--- src/rtl/sigma_tile_pkg.sv ---
// Shared types for the sigma tile: master ids and the MemSplit32 request payload.
package sigma_tile_pkg;

    localparam int unsigned ADDR_W = 32;
    localparam int unsigned DATA_W = 32;
    localparam int unsigned BE_W   = 4;

    typedef logic master_id_t;

    localparam master_id_t MID_M0 = 1'b0;
    localparam master_id_t MID_M1 = 1'b1;

    typedef struct packed {
        logic              we;
        logic [ADDR_W-1:0] addr;
        logic [BE_W-1:0]   be;
        logic [DATA_W-1:0] wdata;
    } ms_req_t;

endpackage

--- src/rtl/arb_m2s1_if.sv ---
// MemSplit32 two-master / one-slave bundle; slave modport is the arbiter's view.
interface arb_m2s1_if;
    import sigma_tile_pkg::*;

    logic              m0_req,   m1_req;
    logic              m0_we,    m1_we;
    logic [ADDR_W-1:0] m0_addr,  m1_addr;
    logic [BE_W-1:0]   m0_be,    m1_be;
    logic [DATA_W-1:0] m0_wdata, m1_wdata;
    logic              m0_ack,   m1_ack;
    logic              m0_resp,  m1_resp;
    logic [DATA_W-1:0] m0_rdata, m1_rdata;

    logic              s_req;
    logic              s_we;
    logic [ADDR_W-1:0] s_addr;
    logic [BE_W-1:0]   s_be;
    logic [DATA_W-1:0] s_wdata;
    logic              s_ack;
    logic              s_resp;
    logic [DATA_W-1:0] s_rdata;

    modport slave (
        input  m0_req, m0_we, m0_addr, m0_be, m0_wdata,
        input  m1_req, m1_we, m1_addr, m1_be, m1_wdata,
        output m0_ack, m0_resp, m0_rdata,
        output m1_ack, m1_resp, m1_rdata,
        output s_req, s_we, s_addr, s_be, s_wdata,
        input  s_ack, s_resp, s_rdata
    );

    modport master (
        output m0_req, m0_we, m0_addr, m0_be, m0_wdata,
        output m1_req, m1_we, m1_addr, m1_be, m1_wdata,
        input  m0_ack, m0_resp, m0_rdata,
        input  m1_ack, m1_resp, m1_rdata,
        input  s_req, s_we, s_addr, s_be, s_wdata,
        output s_ack, s_resp, s_rdata
    );

endinterface

--- src/rtl/arb_rd_tag_fifo.sv ---
// In-order FIFO of master ids, one entry per outstanding read.
module arb_rd_tag_fifo
    import sigma_tile_pkg::*;
#(
    parameter int unsigned DEPTH     = 4,
    parameter int unsigned DEPTH_LOG = $clog2(DEPTH)
) (
    input  logic                 clk_i,
    input  logic                 rst_n_i,
    input  logic                 push_i,
    input  master_id_t           push_id_i,
    input  logic                 pop_i,
    output master_id_t           head_o,
    output logic [DEPTH_LOG:0]   cnt_o,
    output logic                 full_o,
    output logic                 empty_o
);

    localparam int unsigned CNT_W = DEPTH_LOG + 1;
    localparam logic [CNT_W-1:0] FULL_CNT = CNT_W'(DEPTH);

    master_id_t           mem_q [DEPTH];
    master_id_t           mem_d [DEPTH];
    logic [DEPTH_LOG-1:0] wr_ptr_q, wr_ptr_d;
    logic [DEPTH_LOG-1:0] rd_ptr_q, rd_ptr_d;
    logic [CNT_W-1:0]     cnt_q, cnt_d;
    logic                 do_push, do_pop;

    // Power-of-two depth lets the pointers wrap by plain overflow.
    always_comb begin
        mem_d    = mem_q;
        wr_ptr_d = wr_ptr_q;
        rd_ptr_d = rd_ptr_q;
        cnt_d    = cnt_q;
        do_push  = push_i && (cnt_q != FULL_CNT);
        do_pop   = pop_i  && (cnt_q != '0);
        if (do_push) begin
            mem_d[wr_ptr_q] = push_id_i;
            wr_ptr_d        = wr_ptr_q + DEPTH_LOG'(1);
        end
        if (do_pop) begin
            rd_ptr_d = rd_ptr_q + DEPTH_LOG'(1);
        end
        case ({do_push, do_pop})
            2'b10:   cnt_d = cnt_q + CNT_W'(1);
            2'b01:   cnt_d = cnt_q - CNT_W'(1);
            default: cnt_d = cnt_q;
        endcase
    end

    always_ff @(posedge clk_i or negedge rst_n_i) begin
        if (!rst_n_i) begin
            for (int i = 0; i < int'(DEPTH); i++) begin
                mem_q[i] <= MID_M0;
            end
            wr_ptr_q <= '0;
            rd_ptr_q <= '0;
            cnt_q    <= '0;
        end else begin
            mem_q    <= mem_d;
            wr_ptr_q <= wr_ptr_d;
            rd_ptr_q <= rd_ptr_d;
            cnt_q    <= cnt_d;
        end
    end

    assign head_o  = mem_q[rd_ptr_q];
    assign cnt_o   = cnt_q;
    assign full_o  = (cnt_q == FULL_CNT);
    assign empty_o = (cnt_q == '0);

endmodule

--- src/rtl/arb_m2s1.sv ---
// Two-master to one-slave MemSplit32 arbiter: round-robin with grant lock, in-order read steering.
module arb_m2s1
    import sigma_tile_pkg::*;
#(
    parameter int unsigned RD_DEPTH     = 4,
    parameter int unsigned RD_DEPTH_LOG = $clog2(RD_DEPTH)
) (
    input  logic       clk_i,
    input  logic       rst_n_i,
    arb_m2s1_if.slave  bus,
    output logic       err_o
);

    logic                  rr_last_q, rr_last_d;
    logic                  lock_valid_q, lock_valid_d;
    master_id_t            lock_owner_q, lock_owner_d;
    logic                  err_q, err_d;

    ms_req_t               m0_f, m1_f, win_f;
    master_id_t            winner;
    logic                  win_req, blocked, issue, xfer, rsp_ok;

    master_id_t            head_id;
    logic [RD_DEPTH_LOG:0] rd_cnt;
    logic                  fifo_full, fifo_empty;

    // Winner is picked from registered state plus live requests; a blocked winner holds the bus idle.
    always_comb begin
        m0_f = '{we: bus.m0_we, addr: bus.m0_addr, be: bus.m0_be, wdata: bus.m0_wdata};
        m1_f = '{we: bus.m1_we, addr: bus.m1_addr, be: bus.m1_be, wdata: bus.m1_wdata};
        if (lock_valid_q) begin
            winner = lock_owner_q;
        end else if (bus.m0_req && bus.m1_req) begin
            winner = ~rr_last_q;
        end else if (bus.m1_req) begin
            winner = MID_M1;
        end else begin
            winner = MID_M0;
        end
        win_req = (winner == MID_M1) ? bus.m1_req : bus.m0_req;
        win_f   = (winner == MID_M1) ? m1_f : m0_f;
        blocked = !win_f.we && fifo_full;
        issue   = win_req && !blocked;
        xfer    = issue && bus.s_ack;
    end

    always_comb begin
        bus.s_req = issue;
        {bus.s_we, bus.s_addr, bus.s_be, bus.s_wdata} = issue ? win_f : '0;
        bus.m0_ack = xfer && (winner == MID_M0);
        bus.m1_ack = xfer && (winner == MID_M1);
    end

    // Responses go to the oldest outstanding reader; anything else is dropped.
    always_comb begin
        rsp_ok       = bus.s_resp && (rd_cnt != '0);
        bus.m0_resp  = rsp_ok && (head_id == MID_M0);
        bus.m1_resp  = rsp_ok && (head_id == MID_M1);
        bus.m0_rdata = bus.m0_resp ? bus.s_rdata : '0;
        bus.m1_rdata = bus.m1_resp ? bus.s_rdata : '0;
    end

    always_comb begin
        rr_last_d    = rr_last_q;
        lock_valid_d = lock_valid_q;
        lock_owner_d = lock_owner_q;
        err_d        = err_q || (bus.s_resp && fifo_empty);
        if (issue && !bus.s_ack) begin
            lock_valid_d = 1'b1;
            lock_owner_d = winner;
        end
        if (xfer) begin
            lock_valid_d = 1'b0;
            rr_last_d    = winner;
        end
    end

    always_ff @(posedge clk_i or negedge rst_n_i) begin
        if (!rst_n_i) begin
            rr_last_q    <= MID_M1;
            lock_valid_q <= 1'b0;
            lock_owner_q <= MID_M0;
            err_q        <= 1'b0;
        end else begin
            rr_last_q    <= rr_last_d;
            lock_valid_q <= lock_valid_d;
            lock_owner_q <= lock_owner_d;
            err_q        <= err_d;
        end
    end

    assign err_o = err_q;

    arb_rd_tag_fifo #(
        .DEPTH     (RD_DEPTH),
        .DEPTH_LOG (RD_DEPTH_LOG)
    ) u_rd_tag_fifo (
        .clk_i     (clk_i),
        .rst_n_i   (rst_n_i),
        .push_i    (xfer && !win_f.we),
        .push_id_i (winner),
        .pop_i     (rsp_ok),
        .head_o    (head_id),
        .cnt_o     (rd_cnt),
        .full_o    (fifo_full),
        .empty_o   (fifo_empty)
    );

endmodule

--- src/flat_wrapper.sv ---
// flat-port wrapper written by rule: the top's interface ports become plain ports
module arb_m2s1_flat import sigma_tile_pkg::*;
#(
    parameter int unsigned RD_DEPTH     = 4,
    parameter int unsigned RD_DEPTH_LOG = $clog2(RD_DEPTH)
)
  (clk_i, rst_n_i, err_o, bus_m0_req, bus_m0_we, bus_m0_addr, bus_m0_be, bus_m0_wdata, bus_m1_req, bus_m1_we, bus_m1_addr, bus_m1_be, bus_m1_wdata, bus_m0_ack, bus_m0_resp, bus_m0_rdata, bus_m1_ack, bus_m1_resp, bus_m1_rdata, bus_s_req, bus_s_we, bus_s_addr, bus_s_be, bus_s_wdata, bus_s_ack, bus_s_resp, bus_s_rdata);
  arb_m2s1_if bus_i ();
  input  logic clk_i;
  input  logic rst_n_i;
  output logic err_o;
  input wire logic [$bits(bus_i.m0_req)-1:0] bus_m0_req;
  input wire logic [$bits(bus_i.m0_we)-1:0] bus_m0_we;
  input wire logic [$bits(bus_i.m0_addr)-1:0] bus_m0_addr;
  input wire logic [$bits(bus_i.m0_be)-1:0] bus_m0_be;
  input wire logic [$bits(bus_i.m0_wdata)-1:0] bus_m0_wdata;
  input wire logic [$bits(bus_i.m1_req)-1:0] bus_m1_req;
  input wire logic [$bits(bus_i.m1_we)-1:0] bus_m1_we;
  input wire logic [$bits(bus_i.m1_addr)-1:0] bus_m1_addr;
  input wire logic [$bits(bus_i.m1_be)-1:0] bus_m1_be;
  input wire logic [$bits(bus_i.m1_wdata)-1:0] bus_m1_wdata;
  output wire logic [$bits(bus_i.m0_ack)-1:0] bus_m0_ack;
  output wire logic [$bits(bus_i.m0_resp)-1:0] bus_m0_resp;
  output wire logic [$bits(bus_i.m0_rdata)-1:0] bus_m0_rdata;
  output wire logic [$bits(bus_i.m1_ack)-1:0] bus_m1_ack;
  output wire logic [$bits(bus_i.m1_resp)-1:0] bus_m1_resp;
  output wire logic [$bits(bus_i.m1_rdata)-1:0] bus_m1_rdata;
  output wire logic [$bits(bus_i.s_req)-1:0] bus_s_req;
  output wire logic [$bits(bus_i.s_we)-1:0] bus_s_we;
  output wire logic [$bits(bus_i.s_addr)-1:0] bus_s_addr;
  output wire logic [$bits(bus_i.s_be)-1:0] bus_s_be;
  output wire logic [$bits(bus_i.s_wdata)-1:0] bus_s_wdata;
  input wire logic [$bits(bus_i.s_ack)-1:0] bus_s_ack;
  input wire logic [$bits(bus_i.s_resp)-1:0] bus_s_resp;
  input wire logic [$bits(bus_i.s_rdata)-1:0] bus_s_rdata;
  assign bus_i.m0_req = bus_m0_req;
  assign bus_i.m0_we = bus_m0_we;
  assign bus_i.m0_addr = bus_m0_addr;
  assign bus_i.m0_be = bus_m0_be;
  assign bus_i.m0_wdata = bus_m0_wdata;
  assign bus_i.m1_req = bus_m1_req;
  assign bus_i.m1_we = bus_m1_we;
  assign bus_i.m1_addr = bus_m1_addr;
  assign bus_i.m1_be = bus_m1_be;
  assign bus_i.m1_wdata = bus_m1_wdata;
  assign bus_m0_ack = bus_i.m0_ack;
  assign bus_m0_resp = bus_i.m0_resp;
  assign bus_m0_rdata = bus_i.m0_rdata;
  assign bus_m1_ack = bus_i.m1_ack;
  assign bus_m1_resp = bus_i.m1_resp;
  assign bus_m1_rdata = bus_i.m1_rdata;
  assign bus_s_req = bus_i.s_req;
  assign bus_s_we = bus_i.s_we;
  assign bus_s_addr = bus_i.s_addr;
  assign bus_s_be = bus_i.s_be;
  assign bus_s_wdata = bus_i.s_wdata;
  assign bus_i.s_ack = bus_s_ack;
  assign bus_i.s_resp = bus_s_resp;
  assign bus_i.s_rdata = bus_s_rdata;
  arb_m2s1 #(.RD_DEPTH(RD_DEPTH), .RD_DEPTH_LOG(RD_DEPTH_LOG)) u_core (.clk_i(clk_i), .rst_n_i(rst_n_i), .bus(bus_i), .err_o(err_o));
endmodule
--- config.mk ---
export PLATFORM = sky130hd
export DESIGN_NAME = arb_m2s1_flat
export DESIGN_NICKNAME = d
export VERILOG_FILES = /design/src/rtl/sigma_tile_pkg.sv /design/src/rtl/arb_m2s1_if.sv /design/src/rtl/arb_rd_tag_fifo.sv /design/src/rtl/arb_m2s1.sv /design/src/flat_wrapper.sv
export SDC_FILE = /design/constraint.sdc
export NUM_CORES = 1
export LEC_CHECK = 0
export ABC_AREA = 1
export ABC_CLOCK_PERIOD_IN_PS = 2400
export BUFFER_PORTS_ARGS = -buffer_cell sky130_fd_sc_hd__buf_2
export CAP_MARGIN = 0
export CORE_AREA = 2 2 123 125
export CTS_BUF_LIST = sky130_fd_sc_hd__clkbuf_4 sky130_fd_sc_hd__clkbuf_8 sky130_fd_sc_hd__clkbuf_16
export CTS_CLUSTER_DIAMETER = 80
export DETAILED_ROUTE_END_ITERATION = 10
export DIE_AREA = 0 0 125 127
export SLEW_MARGIN = 20
export SYNTH_ARGS = -nofsm -noshare
export SYNTH_HDL_FRONTEND = slang
export SYNTH_HIERARCHICAL = 1
export SYNTH_SLANG_ARGS = --single-unit
--- constraint.sdc ---
create_clock -name clk_i -period 2.4 [get_ports clk_i]
set_clock_uncertainty 0.1 [all_clocks]
set_input_delay 0.72 -clock clk_i [delete_from_list [all_inputs] [get_ports clk_i]]
set_output_delay 0.72 -clock clk_i [all_outputs]
set_load 0.1 [all_outputs]
Yosys cells after proc, flatten, opt, wreduce, memory -nomap -nowiden
Index checks and enable logic that the tools add are counted.

Input port bits: 176. Logic and storage cells: 67. Flip-flop bits (word level): 15.

Bitwise logic cells: 5. Order comparisons: 3. Reductions and logical operators: 23. $add $sub $neg: 4. Mux-type cells: 17. Equal/unequal tests: 4.

Operators with widths (number): 69-bit two-way mux (2); 32-bit two-way mux (2); 1-bit logical AND (15); 1-bit two-way mux (9); 3-bit greater-or-equal comparator (second input constant) (2); 2-bit inverter with 3-bit output (2); 3-bit one-hot mux with 2 select lines (1); 2-bit by 1-bit adder with 2-bit output (second input constant) (2); 4-bit bitwise mux (1); 2-bit nonzero test (2); 3-bit by 1-bit adder with 3-bit output (second input constant) (1); 3-bit == test (second input constant) (1); 1-bit logical NOT (3); 3-bit logical NOT (1); 3-bit by 1-bit < comparator with 1-bit output (second input constant) (1); 3-bit inequality test (second input constant) (1); 1-bit inverter (3); 3-bit nonzero test (1); 3-bit by 1-bit subtractor with 3-bit output (second input constant) (1); 1-bit binary-select mux with 2-bit select (1); 1-bit demux with 2-bit select (1); 2-bit by 1-bit == test with 1-bit output (second input constant) (1); 2-bit == test (second input constant) (1); 1-bit logical OR (1).

Depth between registers and ports, before layout
Gate-level depths: netlist of the first run.

Word-level depth: 13. Mapped depth: 17. Depth with buffers taken out: 16.

Hierarchy
Netlist of the first run, hierarchy kept.

Modules (own cells, without submodules): arb_m2s1 (seq. area each 101.3 sq um, area each 1940.6 sq um, instances 1, cells an instance 373); arb_rd_tag_fifo (seq. area each 275.3 sq um, area each 668.1 sq um, instances 1, cells an instance 83).

Worst setup path before layout of the first run
Ideal clock, no wire load.

Kind: input to output. From: input port bus_m0_req. To: output port bus_s_we. Required time: 1580 ps. Buffers on the path: 2. Data arrival time: 2755 ps. Cell stages on the path: 9. Setup slack: -1175 ps. Path through: nand2_1 > nand3_2 > nand2_2 > buf_6 > nand2_2 > nand2_2 > nand2_4 > buf_6 > nor2_1.

Longest elaborated chain between the ends: 9. Elaborated cells between the ends (all ways): 10. Those cells by class: mux: 5; reduce/logical: 5.

Ends and longest elaborated chain: start, declared (line flat_wrapper.sv:12) `input wire logic [$bits(bus_i.m0_req)-1:0] bus_m0_req;`; 1-bit logical AND (line arb_m2s1.sv:33) `end else if (bus.m0_req && bus.m1_req) begin`; 1-bit two-way mux (line arb_m2s1.sv:33); 1-bit two-way mux (line arb_m2s1.sv:31) `if (lock_valid_q) begin`; 69-bit two-way mux (line arb_m2s1.sv:41) `win_f = (winner == MID_M1) ? m1_f : m0_f;`; 1-bit logical NOT (line arb_m2s1.sv:42) `blocked = !win_f.we && fifo_full;`; 1-bit logical AND (line arb_m2s1.sv:42); 1-bit logical NOT (line arb_m2s1.sv:43) `issue = win_req && !blocked;`; 1-bit logical AND (line arb_m2s1.sv:43); 69-bit two-way mux (*) (line arb_m2s1.sv:49) `{bus.s_we, bus.s_addr, bus.s_be, bus.s_wdata} = issue ? win_f : '0;`; end, declared (line flat_wrapper.sv:29) `output wire logic [$bits(bus_i.s_we)-1:0] bus_s_we;`.

Every way passes the cells marked *; elsewhere a longest branch is shown, timed or not.

Final worst setup path of the first run
From: input port bus_m0_req. To: output port bus_s_addr[30].

Longest elaborated chain between the ends: 9. Elaborated cells between the ends (all ways): 10. Those cells by class: mux: 5; reduce/logical: 5.

Ends and longest elaborated chain: 1-bit logical AND (line arb_m2s1.sv:33); 1-bit two-way mux (line arb_m2s1.sv:33); 1-bit two-way mux (line arb_m2s1.sv:31); 69-bit two-way mux (line arb_m2s1.sv:41); 1-bit logical NOT (line arb_m2s1.sv:42); 1-bit logical AND (line arb_m2s1.sv:42); 1-bit logical NOT (line arb_m2s1.sv:43); 1-bit logical AND (line arb_m2s1.sv:43); 69-bit two-way mux (*) (line arb_m2s1.sv:49); end, declared (line flat_wrapper.sv:30) `output wire logic [$bits(bus_i.s_addr)-1:0] bus_s_addr;`.

Marked as above.

==> flow_metrics.tcl, run 1 <==
set metrics [dict create \
    status "finished, violations left" \
    violations "negative setup slack" \
    fin_crit_sh_pct 117 \
    syn_area_um2 2610 \
    clkTransAtPathRegs_ns 0.05 \
    avgSynthCellArea_um2 5.72 \
    cp_slowest_stage_delay_ns 0.19 \
    regArea_um2 379 \
    grt.busiest_layer "met2" \
    fillCellCount 1154 \
    hold_viol 0 \
    yosys.area.top_type_share_pct 24.9 \
    grt_pass1_vias 4610 \
    synth_top_family_by_area "simple AND/OR/NAND/NOR gates" \
    reg2reg_from "u_core/rr_last_q" \
    crit_fanout 8 \
    grt_max_degree 27 \
    cts_buffer_depth 2 \
    initial_core_util_pct 18.1 \
    use_met2_pct 38.7 \
    viasPerCell 4.37 \
    setup_viol 141 \
    synthMuxAreaShare_pct 0 \
    worst_setup_path_start_kind "primary input" \
    mostFrequentLayoutCell "buf_2" \
    max_freq_mhz 356 \
    fp.dieArea_um2 15900 \
    hold_slack_ns 0.286 \
    portBuffers 314 \
    die_h_um 127 \
    cts_tree "done" \
    cp.depth 11 \
    critPathCapture "bus_s_addr[30]" \
    startpoint "bus_m0_req" \
    drtIter0Drc 137 \
    cpMaxStageDelayCell "buf_12" \
    worst_slew_pin_slew_ns 0.484 \
    via_count 4426 \
    setup_slack_ns -0.412 \
    io_pins 315 \
    worst_ep_arrival_time_ns 1.99 \
    design_area_um2 8760 \
    cp_data_required_time_ns 1.58 \
    gr-usage-met3_pct 3.77 \
    rrSetupSlack_ns -0.23 \
    synth_top_area_cell "nand2_1" \
    gr-total-overflow 0 \
    yosysWarnings 6 \
    finalNetCount 1007 \
    grt_pass1_wl_mm 25.2 \
    cp-end-kind "primary output" \
    htree_num_levels 1 \
    yosysSeqAreaShare_pct 14.4 \
    cts-root-buf "clkbuf_16" \
    hold_buffers 0 \
    path_delay_family "buffers and inverters" \
    relSlewSlack_pct 68.0 \
    worstPathCellList "buf_8 -> nand2_4 -> nand3_4 -> nand2_4 -> nand2_4 -> nand3_4 -> nand2_8 -> buf_12 -> buf_12 -> a21oi_4 -> buf_12" \
    tns_ns -38.66 \
    use_met1_pct 21.4 \
    post_dp_cell_area_um2 7700 \
    min_path_type "primary input to asynchronous set/reset pin" \
    drt-total-wl_mm 16.3 \
    synth_nets 638 \
    rows 44 \
    drtAntennaViolNets 0 \
    numCtsBuffers 3 \
    antenna_found_initial 3 \
    synth-adder-area-share_pct 3.17 \
    r2r_cells 16 \
    finalCriticalPeriod_ns 2.81 \
    clk_latency_ns 0.25 \
    drive_above_1_share_pct 71.4 \
    drv_slew 0 \
    cap_viol_max_count 0 \
    coreArea_um2 14400 \
    area.growth.synth_to_final_pct 236 \
    r2r_end "u_core/rr_last_q" \
    crit_buf_inv 4 \
    gp_congestion 0.817 \
    synthXorXnorAreaFrac_pct 0.336 \
    dp_hpwl_mm 12.8 \
    multiInputGateArea_um2 3020 \
    ys_ff_latch 15 \
    drtPass1Iterations 4 \
    drc 0 \
    worstSetupPathType "primary input to primary output" \
    synthCells 456 \
    synth_compound_area_share_pct 23.9 \
    rsz0062_at_grt "yes" \
    synth-simple-area-share_pct 42.8 \
    ys_types 24 \
    fin_util_pct 60.7 \
    cts.sinks 15 \
    fp.dieW_um 125 \
    layout_common_cells "buf_2, buf_12, nand2_1, nor2_4, a21oi_4" \
    synth_area_leaders "nand2_1, a21oi_2, dfrtp_1" \
    grt_util_all_layers_pct 20.0 \
    post_drt_wl_per_cell_um 16.1 \
]
-- kinds of logic after synthesis --
logic type               count (synthesis)
AND/OR/NAND/NOR                        275
buffers and inverters                   86
XOR/XNOR                                 1
adder cells (fa/ha/maj)                  6
AO/OA/AOI/OAI                           73
flip-flops                              15
-- worst reg2reg max path: cells and delay by family, from the launching register on --
| family | cells | cell delay [ns] |
|---|---|---|
| buffers and inverters | 10 | 1.28 |
| AND/OR/NAND/NOR | 6 | 0.63 |
| flip-flops | 1 | 0.58 |
-- state kept, by name, indices dropped and copies added, names as in the netlist --
name                           flops
u_core/err_o                       1
u_core/lock_owner_q                1
u_core/lock_valid_q                1
u_core/rr_last_q                   1
u_core/u_rd_tag_fifo/cnt_o         3
u_core/u_rd_tag_fifo/mem_q         4
u_core/u_rd_tag_fifo/rd_ptr_q      2
u_core/u_rd_tag_fifo/wr_ptr_q      2
-- metal layers --
layer	wire length, um	share of wire, %
met1	5790	35
met2	8900	55
met3	1100	6.7
met4	535	3.3
met5	0	0
-- through the flow --
stage | setup slack, ns | instances
3_5_place_dp | -0.539 | 961
3_3_place_gp | -0.488 | 961
6_report | -0.412 | 1012
2_1_floorplan | -0.722 | 456
5_1_grt | -0.463 | 1011
4_1_cts | -0.396 | 1003
-- worst min-delay path by stage --
stage | slack [ns] | end | from | cells past startpoint
floorplan | 0.32 | u_core/err_o | rst_n_i | 0
global placement | 0.33 | u_core/err_o | u_core/err_o | 1
detailed placement | 0.34 | u_core/err_o | u_core/err_o | 1
CTS | 0.31 | u_core/u_rd_tag_fifo/wr_ptr_q[0] | rst_n_i | 1
global route | 0.31 | u_core/u_rd_tag_fifo/mem_q[1] | rst_n_i | 1
finish | 0.29 | u_core/u_rd_tag_fifo/mem_q[1] | rst_n_i | 1
-- layout make-up --
class	count	area share, %
Antenna cell	4	0.114
Multi-Input combinational cell	355	34.5
Sequential cell	15	4.33
Timing Repair Buffer	395	54.7
Clock inverter	1	0.0571
Tap cell	184	2.63
Clock buffer	3	0.857
Inverter	55	2.80
-- synth_stat cells --
| library cell | instances |
|---|---|
| nor2_2 | 1 |
| buf_6 | 9 |
| fa_1 | 1 |
| o21ai_0 | 4 |
| a21o_1 | 1 |
| nor3_1 | 1 |
| inv_2 | 2 |
| xnor2_1 | 1 |
| buf_2 | 8 |
| dfrtp_1 | 14 |
| nand3_1 | 11 |
| inv_1 | 53 |
| nand4_1 | 8 |
| a21oi_2 | 68 |
| and2_1 | 1 |
| ha_1 | 5 |
| clkbuf_1 | 14 |
| nand2_2 | 4 |
| nand2_4 | 1 |
| dfstp_2 | 1 |
| nor2_1 | 70 |
| nand2_1 | 173 |
| or2_1 | 1 |
| nand3_2 | 4 |
-- repair_timing --
item,in CTS,in global routing
pin swaps,51,32
endpoints found under the hold margin,0,0
gates cloned,10,0
resized for setup,100,39
setup buffers,30,17
endpoints found under the setup margin,140,141
Power of run 1 is left out: the tool's default activity adds up to more than one toggle a clock period on the data nets, which glitch-free logic cannot reach.
==> run 2: changes to the inputs <==
Settings changed: ABC_AREA 1 to not set, CORE_AREA 2 2 123 125 to 2 2 121 123, DIE_AREA 0 0 125 127 to 0 0 123 125, SLEW_MARGIN 20 to 25.
==> run 2 against run 1 <==
  * The run still ends with negative setup slack left
  * Synthesized area shrank 0.82%
  * Fmax shrank 3.3%
  * Synthesized cell count shrank 11%
  * Largest cell class unchanged
==> flow_metrics.tcl, run 2 <==
set metrics [dict create \
    yosys.area.top_type_share_pct 26.5 \
    r2r_cells 12 \
    grt_pass1_vias 4767 \
    fp.dieW_um 123 \
    drtAntennaViolNets 0 \
    largest_reg_flops 4 \
    fp.dieArea_um2 15400 \
    drv_slew 0 \
    drive_above_1_share_pct 81.5 \
    yosysSeqAreaShare_pct 14.6 \
    cp-end-kind "primary output" \
    grt_max_degree 41 \
    regArea_um2 379 \
    gp_congestion 0.846 \
    tns_ns -50.50 \
    cts_buffer_depth 2 \
    via_count 4687 \
    drt-total-wl_mm 17.9 \
    avgSynthCellArea_um2 6.34 \
    drc 0 \
    worst_setup_path_start_kind "primary input" \
    synth_edf_count 0 \
    synth_top_area_cell "nand3_1" \
    numCtsBuffers 3 \
    status "finished, violations left" \
    die_h_um 125 \
    htree_num_levels 1 \
    mostFrequentLayoutCell "buf_2" \
    place_inst 917 \
    cts.sinks 15 \
    ys_types 41 \
    ys_async_sr_fraction_pct 100 \
    setup_slack_ns -0.507 \
    regMostFlops "u_core/u_rd_tag_fifo/mem_q" \
    finalNetCount 961 \
    relSlewSlack_pct 65.2 \
    dp_hpwl_mm 12.4 \
    worstSetupPathType "primary input to primary output" \
    post_drt_wl_per_cell_um 18.6 \
    max_freq_mhz 344 \
    syn_area_um2 2590 \
    synth_area_leaders "nand3_1, dfrtp_1, a21oi_1" \
    preCtsSetupSlack_ns -0.502 \
    multiInputGateArea_um2 3580 \
    drtPass1Iterations 4 \
    min_path_type "primary input to asynchronous set/reset pin" \
    synth_flop_cell "dfrtp_1" \
    yosysWarnings 6 \
    cts_tree "done" \
    rows 44 \
    drtIter0Drc 131 \
    finalCriticalPeriod_ns 2.91 \
    worst_slew_pin_slew_ns 0.526 \
    grt_pass1_wl_mm 24.8 \
    crit_fanout 8 \
    cts-root-buf "clkbuf_16" \
    final_cell_count_no_fill 964 \
    layout_common_cells "buf_2, buf_12, nand3_1, a21oi_4, buf_4" \
    io_pins 315 \
    synth_nets 590 \
    hold_viol 0 \
    worst_ep_arrival_time_ns 2.09 \
    setup_viol 142 \
    clkTransAtPathRegs_ns 0.05 \
    synth.most_common_cell "nand3_1" \
    synthCells 408 \
    portBuffers 314 \
    gr-total-overflow 0 \
    area.growth.synth_to_final_pct 262 \
    ys_ff_latch 15 \
    viasPerCell 4.86 \
    grt_util_all_layers_pct 20.1 \
    rrSetupSlack_ns -0.23 \
    coreArea_um2 14200 \
    r2r_end "u_core/u_rd_tag_fifo/cnt_o[2]" \
    fin_crit_sh_pct 121 \
    antenna_found_initial 2 \
    synth_common_cells "nand3_1, a21oi_1, and2_1, and3_1" \
    fillCellCount 1027 \
    reg2reg_from "u_core/rr_last_q" \
    cap_viol_max_count 0 \
    clk_latency_ns 0.24 \
    initial_core_util_pct 18.2 \
    rsz0062_at_grt "yes" \
    cp_data_required_time_ns 1.58 \
    violations "negative setup slack" \
]
## run 2: cell count changes in the layout (fill, tap and decap cells not counted), sizes merged, moves of 7 or more
cell	delta
and3	+32
buf	+7
nand3	+122
inv	-44
o21ai	+7
nand2	-164
nand4	-8
nor2	-68
and2	+33
clkbuf	+12
## run 2: repair_timing
action,in CTS,in global routing
endpoints found under the setup margin,140,146
resized for setup,54,85
pin swaps,16,87
hold buffers,0,0
buffers inserted,20,5
gates cloned,8,12
## run 2: how the worst max path moves through the flow
| stage | from | end |
|---|---|---|
| global route | bus_m1_req | bus_s_addr[1] |
| floorplan | bus_m1_req | bus_s_we |
| detailed placement | bus_m1_req | u_core/u_rd_tag_fifo/cnt_o[2] |
| global placement | bus_m0_req | bus_s_addr[18] |
| finish | bus_m1_req | bus_s_addr[1] |
| CTS | bus_m0_req | bus_s_addr[25] |
## run 2: through the flow
step | cell area, um^2 | hold WS [ns] | util (%)
floorplan | 3820 | 0.324 | -
global placement | 7980 | 0.341 | 56.2
detailed placement | 7980 | 0.340 | 56.2
CTS | 8630 | 0.284 | 60.8
global route | 9370 | 0.300 | 66.0
finish | 9370 | 0.270 | 66.0
## run 2: layer usage
metal / vias to the layer above / GRT usage [%] / wire length [um] / share of wire [%]
li1: 2219 / - / - / -
met1: 2211 / 21.8 / 6150 / 34
met2: 231 / 38.4 / 9930 / 55
met3: 26 / 4.97 / 1440 / 8.1
met4: 0 / 4.55 / 393 / 2.2
met5: - / 0 / 0 / 0
## run 2: worst max-delay path, stage by stage
cell       delay [ns]
buf_6            0.09
nor2b_4          0.12
a22oi_2          0.16
buf_6            0.18
buf_8            0.15
clkbuf_16        0.19
nand3_4          0.08
a21oi_4          0.19
buf_12           0.19
## run 2: cell families (layout without fill, tap and decap cells)
family	after synthesis	in the layout	share of synthesized area [%]
xor gates and xnor gates	6	6	2.03
buffers and inverters	55	425	9.91
AOI/OAI and AO/OA	91	91	20.0
muxes	4	4	2.22
adders and majority gates	6	6	3.19
DFF	15	15	14.6
other	0	2	0
and+or+nand+nor	231	231	48.1
## run 2: cell type report
class,count,share of cell area [%]
repair buffers,414,54.0
multi-input cells,338,38.3
flip-flops and latches,15,4.05
well taps,184,2.46
clock buffers,3,0.801
inverters,7,0.360
clock inverters,1,0.0534
diodes,2,0.0534
Power of run 2 is left out for the same reason.
==> run 3: changes to the inputs <==
Settings changed: CELL_PAD_IN_SITES_DETAIL_PLACEMENT set to 1, CELL_PAD_IN_SITES_GLOBAL_PLACEMENT set to 1, CORE_AREA 2 2 121 123 to not set, CORE_MARGIN set to 2, CORE_UTILIZATION set to 18, DIE_AREA 0 0 123 125 to not set, PLACE_DENSITY_LB_ADDON set to 0.1.
==> run 3 against run 2 <==
  * The run still ends with negative setup slack left
  * Critical path depth is 1 lower
  * Cell count decreased by 0.83%
  * Non-clock buffer count down 9
  * Die area decreased by 0.16%
  * Wire length is 22% higher
  * Sequential share of layout area is 0.056 points higher
  * Via count increased by 3.6%
  * Register-to-register slack worse by 0.06 ns
  * Clock-buffer cell count is the same
  * Global-route usage rose by 6.1 points
  * Critical path type unchanged
  * Critical endpoint is now bus_s_req
  * Highest routed layer is now met5
==> flow_metrics.tcl, run 3 (same netlist as run 2, synthesis figures left out) <==
set metrics [dict create \
    status "finished, violations left" \
    violations "negative setup slack" \
    cp_slowest_stage_delay_ns 0.40 \
    cpMaxStageDelayCell "or3b_4" \
    drtAntennaViolNets 0 \
    path_delay_family "buffers and inverters" \
    cp-end-kind "primary output" \
    viasPerCell 5.08 \
    worstPathCellList "buf_8 -> or3b_4 -> buf_6 -> o21ai_4 -> buf_8 -> buf_12 -> a211oi_4 -> buf_12" \
    die_h_um 124 \
    drv_slew 0 \
    drt-total-wl_mm 21.9 \
    finalCriticalPeriod_ns 2.88 \
    drtIter0Drc 222 \
    fin_util_pct 66.1 \
    design_area_um2 9210 \
    crit_buf_inv 5 \
    drtPass1Iterations 4 \
    drive_above_1_share_pct 82.1 \
    cap_viol_max_count 0 \
    worst_setup_path_start_kind "primary input" \
    clkTransAtPathRegs_ns 0.05 \
    layout_common_cells "buf_2, buf_12, nand3_1, a21oi_4, nand3_2" \
    grt_max_degree 39 \
    fin_crit_sh_pct 120 \
    initial_core_util_pct 18.6 \
    cp_data_required_time_ns 1.58 \
    hold_viol 0 \
    gr-total-overflow 0 \
    rows 43 \
    regMostFlops "u_core/u_rd_tag_fifo/mem_q" \
    via_count 4855 \
    cts-root-buf "clkbuf_16" \
    largest_reg_flops 4 \
    setup_slack_ns -0.483 \
    cts_buffer_depth 2 \
    coreArea_um2 13900 \
    max_freq_mhz 347 \
    fp.dieArea_um2 15400 \
    final_cell_count_no_fill 956 \
    min_path_type "primary input to asynchronous set/reset pin" \
    antenna_found_initial 7 \
    reg2reg_from "u_core/rr_last_q" \
    grt_pass1_vias 5306 \
    gp_congestion 0.775 \
    worstSetupPathType "primary input to primary output" \
    place_inst 905 \
    cts.sinks 15 \
    htree_num_levels 1 \
    worst_ep_arrival_time_ns 2.06 \
    portBuffers 314 \
    cts_tree "done" \
    post_drt_wl_per_cell_um 22.9 \
    grt_util_all_layers_pct 26.2 \
    setup_viol 140 \
    io_pins 315 \
    r2r_cells 13 \
    rsz0062_at_grt "yes" \
    crit_fanout 5 \
    mostFrequentLayoutCell "buf_2" \
    drc 0 \
    relSlewSlack_pct 66.9 \
    r2r_end "u_core/u_rd_tag_fifo/cnt_o[2]" \
    grt_pass1_wl_mm 30.6 \
    numCtsBuffers 3 \
    rrSetupSlack_ns -0.29 \
    worst_slew_pin_slew_ns 0.500 \
    fp.dieW_um 124 \
    area.growth.synth_to_final_pct 256 \
    finalNetCount 952 \
    clk_latency_ns 0.25 \
    post_dp_cell_area_um2 7900 \
    dp_hpwl_mm 14.6 \
]
-- run 3: changes by cell type in the layout (fill, tap and decap cells not counted), moves of 5 or more --
cell / delta
buf_12: +7
buf_4: -8
buf_6: -6
clkbuf_16: -8
diode_2: +5
nand3_2: +20
nand3_4: -17
-- run 3: how the worst max path moves through the flow --
| stage | slack [ns] | end | depth (start not counted) | startpoint |
|---|---|---|---|---|
| after floorplan | -0.52 | bus_s_we | 5 | bus_m1_req |
| after global placement | -0.48 | bus_s_wdata[12] | 7 | bus_m1_req |
| after detailed placement | -0.53 | u_core/u_rd_tag_fifo/cnt_o[2] | 13 | bus_m0_req |
| after CTS | -0.46 | bus_s_addr[21] | 9 | bus_m0_req |
| after global routing | -0.51 | bus_m0_rdata[22] | 6 | u_core/u_rd_tag_fifo/rd_ptr_q[0] |
| final | -0.48 | bus_s_req | 8 | bus_m0_req |
-- run 3: cell type report --
| type | count | area, um^2 |
|---|---|---|
| Clock buffer | 3 | 75.1 |
| Fill cell | 1420 | 4720 |
| Sequential cell | 15 | 378 |
| Clock inverter | 1 | 5.00 |
| Antenna cell | 7 | 17.5 |
| Multi-Input combinational cell | 338 | 3480 |
| Timing Repair Buffer | 405 | 5000 |
| Inverter | 7 | 38.8 |
| Tap cell | 180 | 225 |
-- run 3: per-layer routing --
metal	share of wire, %	GRT usage, %	vias to the layer above
li1	-	-	2212
met2	56	50.7	225
met4	2.9	9.90	2
met1	34	27.0	2378
met3	6.6	6.41	38
met5	0.059	0	-
-- run 3: worst register-to-register path, stage by stage (launching register included) --
cell       delay [ns]
dfstp_2          0.54
nand2_2          0.07
a22oi_2          0.20
buf_6            0.19
inv_12           0.08
and2_4           0.15
a2111oi_4        0.23
nand2b_1         0.15
ha_2             0.21
buf_4            0.13
buf_4            0.12
xor2_1           0.15
nor2_1           0.14
xor2_1           0.15
-- run 3: metrics by stage --
stage / worst slack, ns / hold WS (ns) / TNS [ns]
3_5_place_dp: -0.534 / 0.343 / -45.86
2_1_floorplan: -0.517 / 0.324 / -38.99
5_1_grt: -0.506 / 0.301 / -58.84
3_3_place_gp: -0.476 / 0.338 / -40.91
6_report: -0.483 / 0.270 / -54.27
4_1_cts: -0.460 / 0.289 / -51.92
-- run 3: timing repair --
item	in CTS	in global routing
gates cloned	16	4
setup buffers	21	8
gates resized for setup	92	45
hold buffers	0	0
pin swaps	39	29
endpoints found under the setup margin	140	147
Power of run 3 is left out for the same reason.
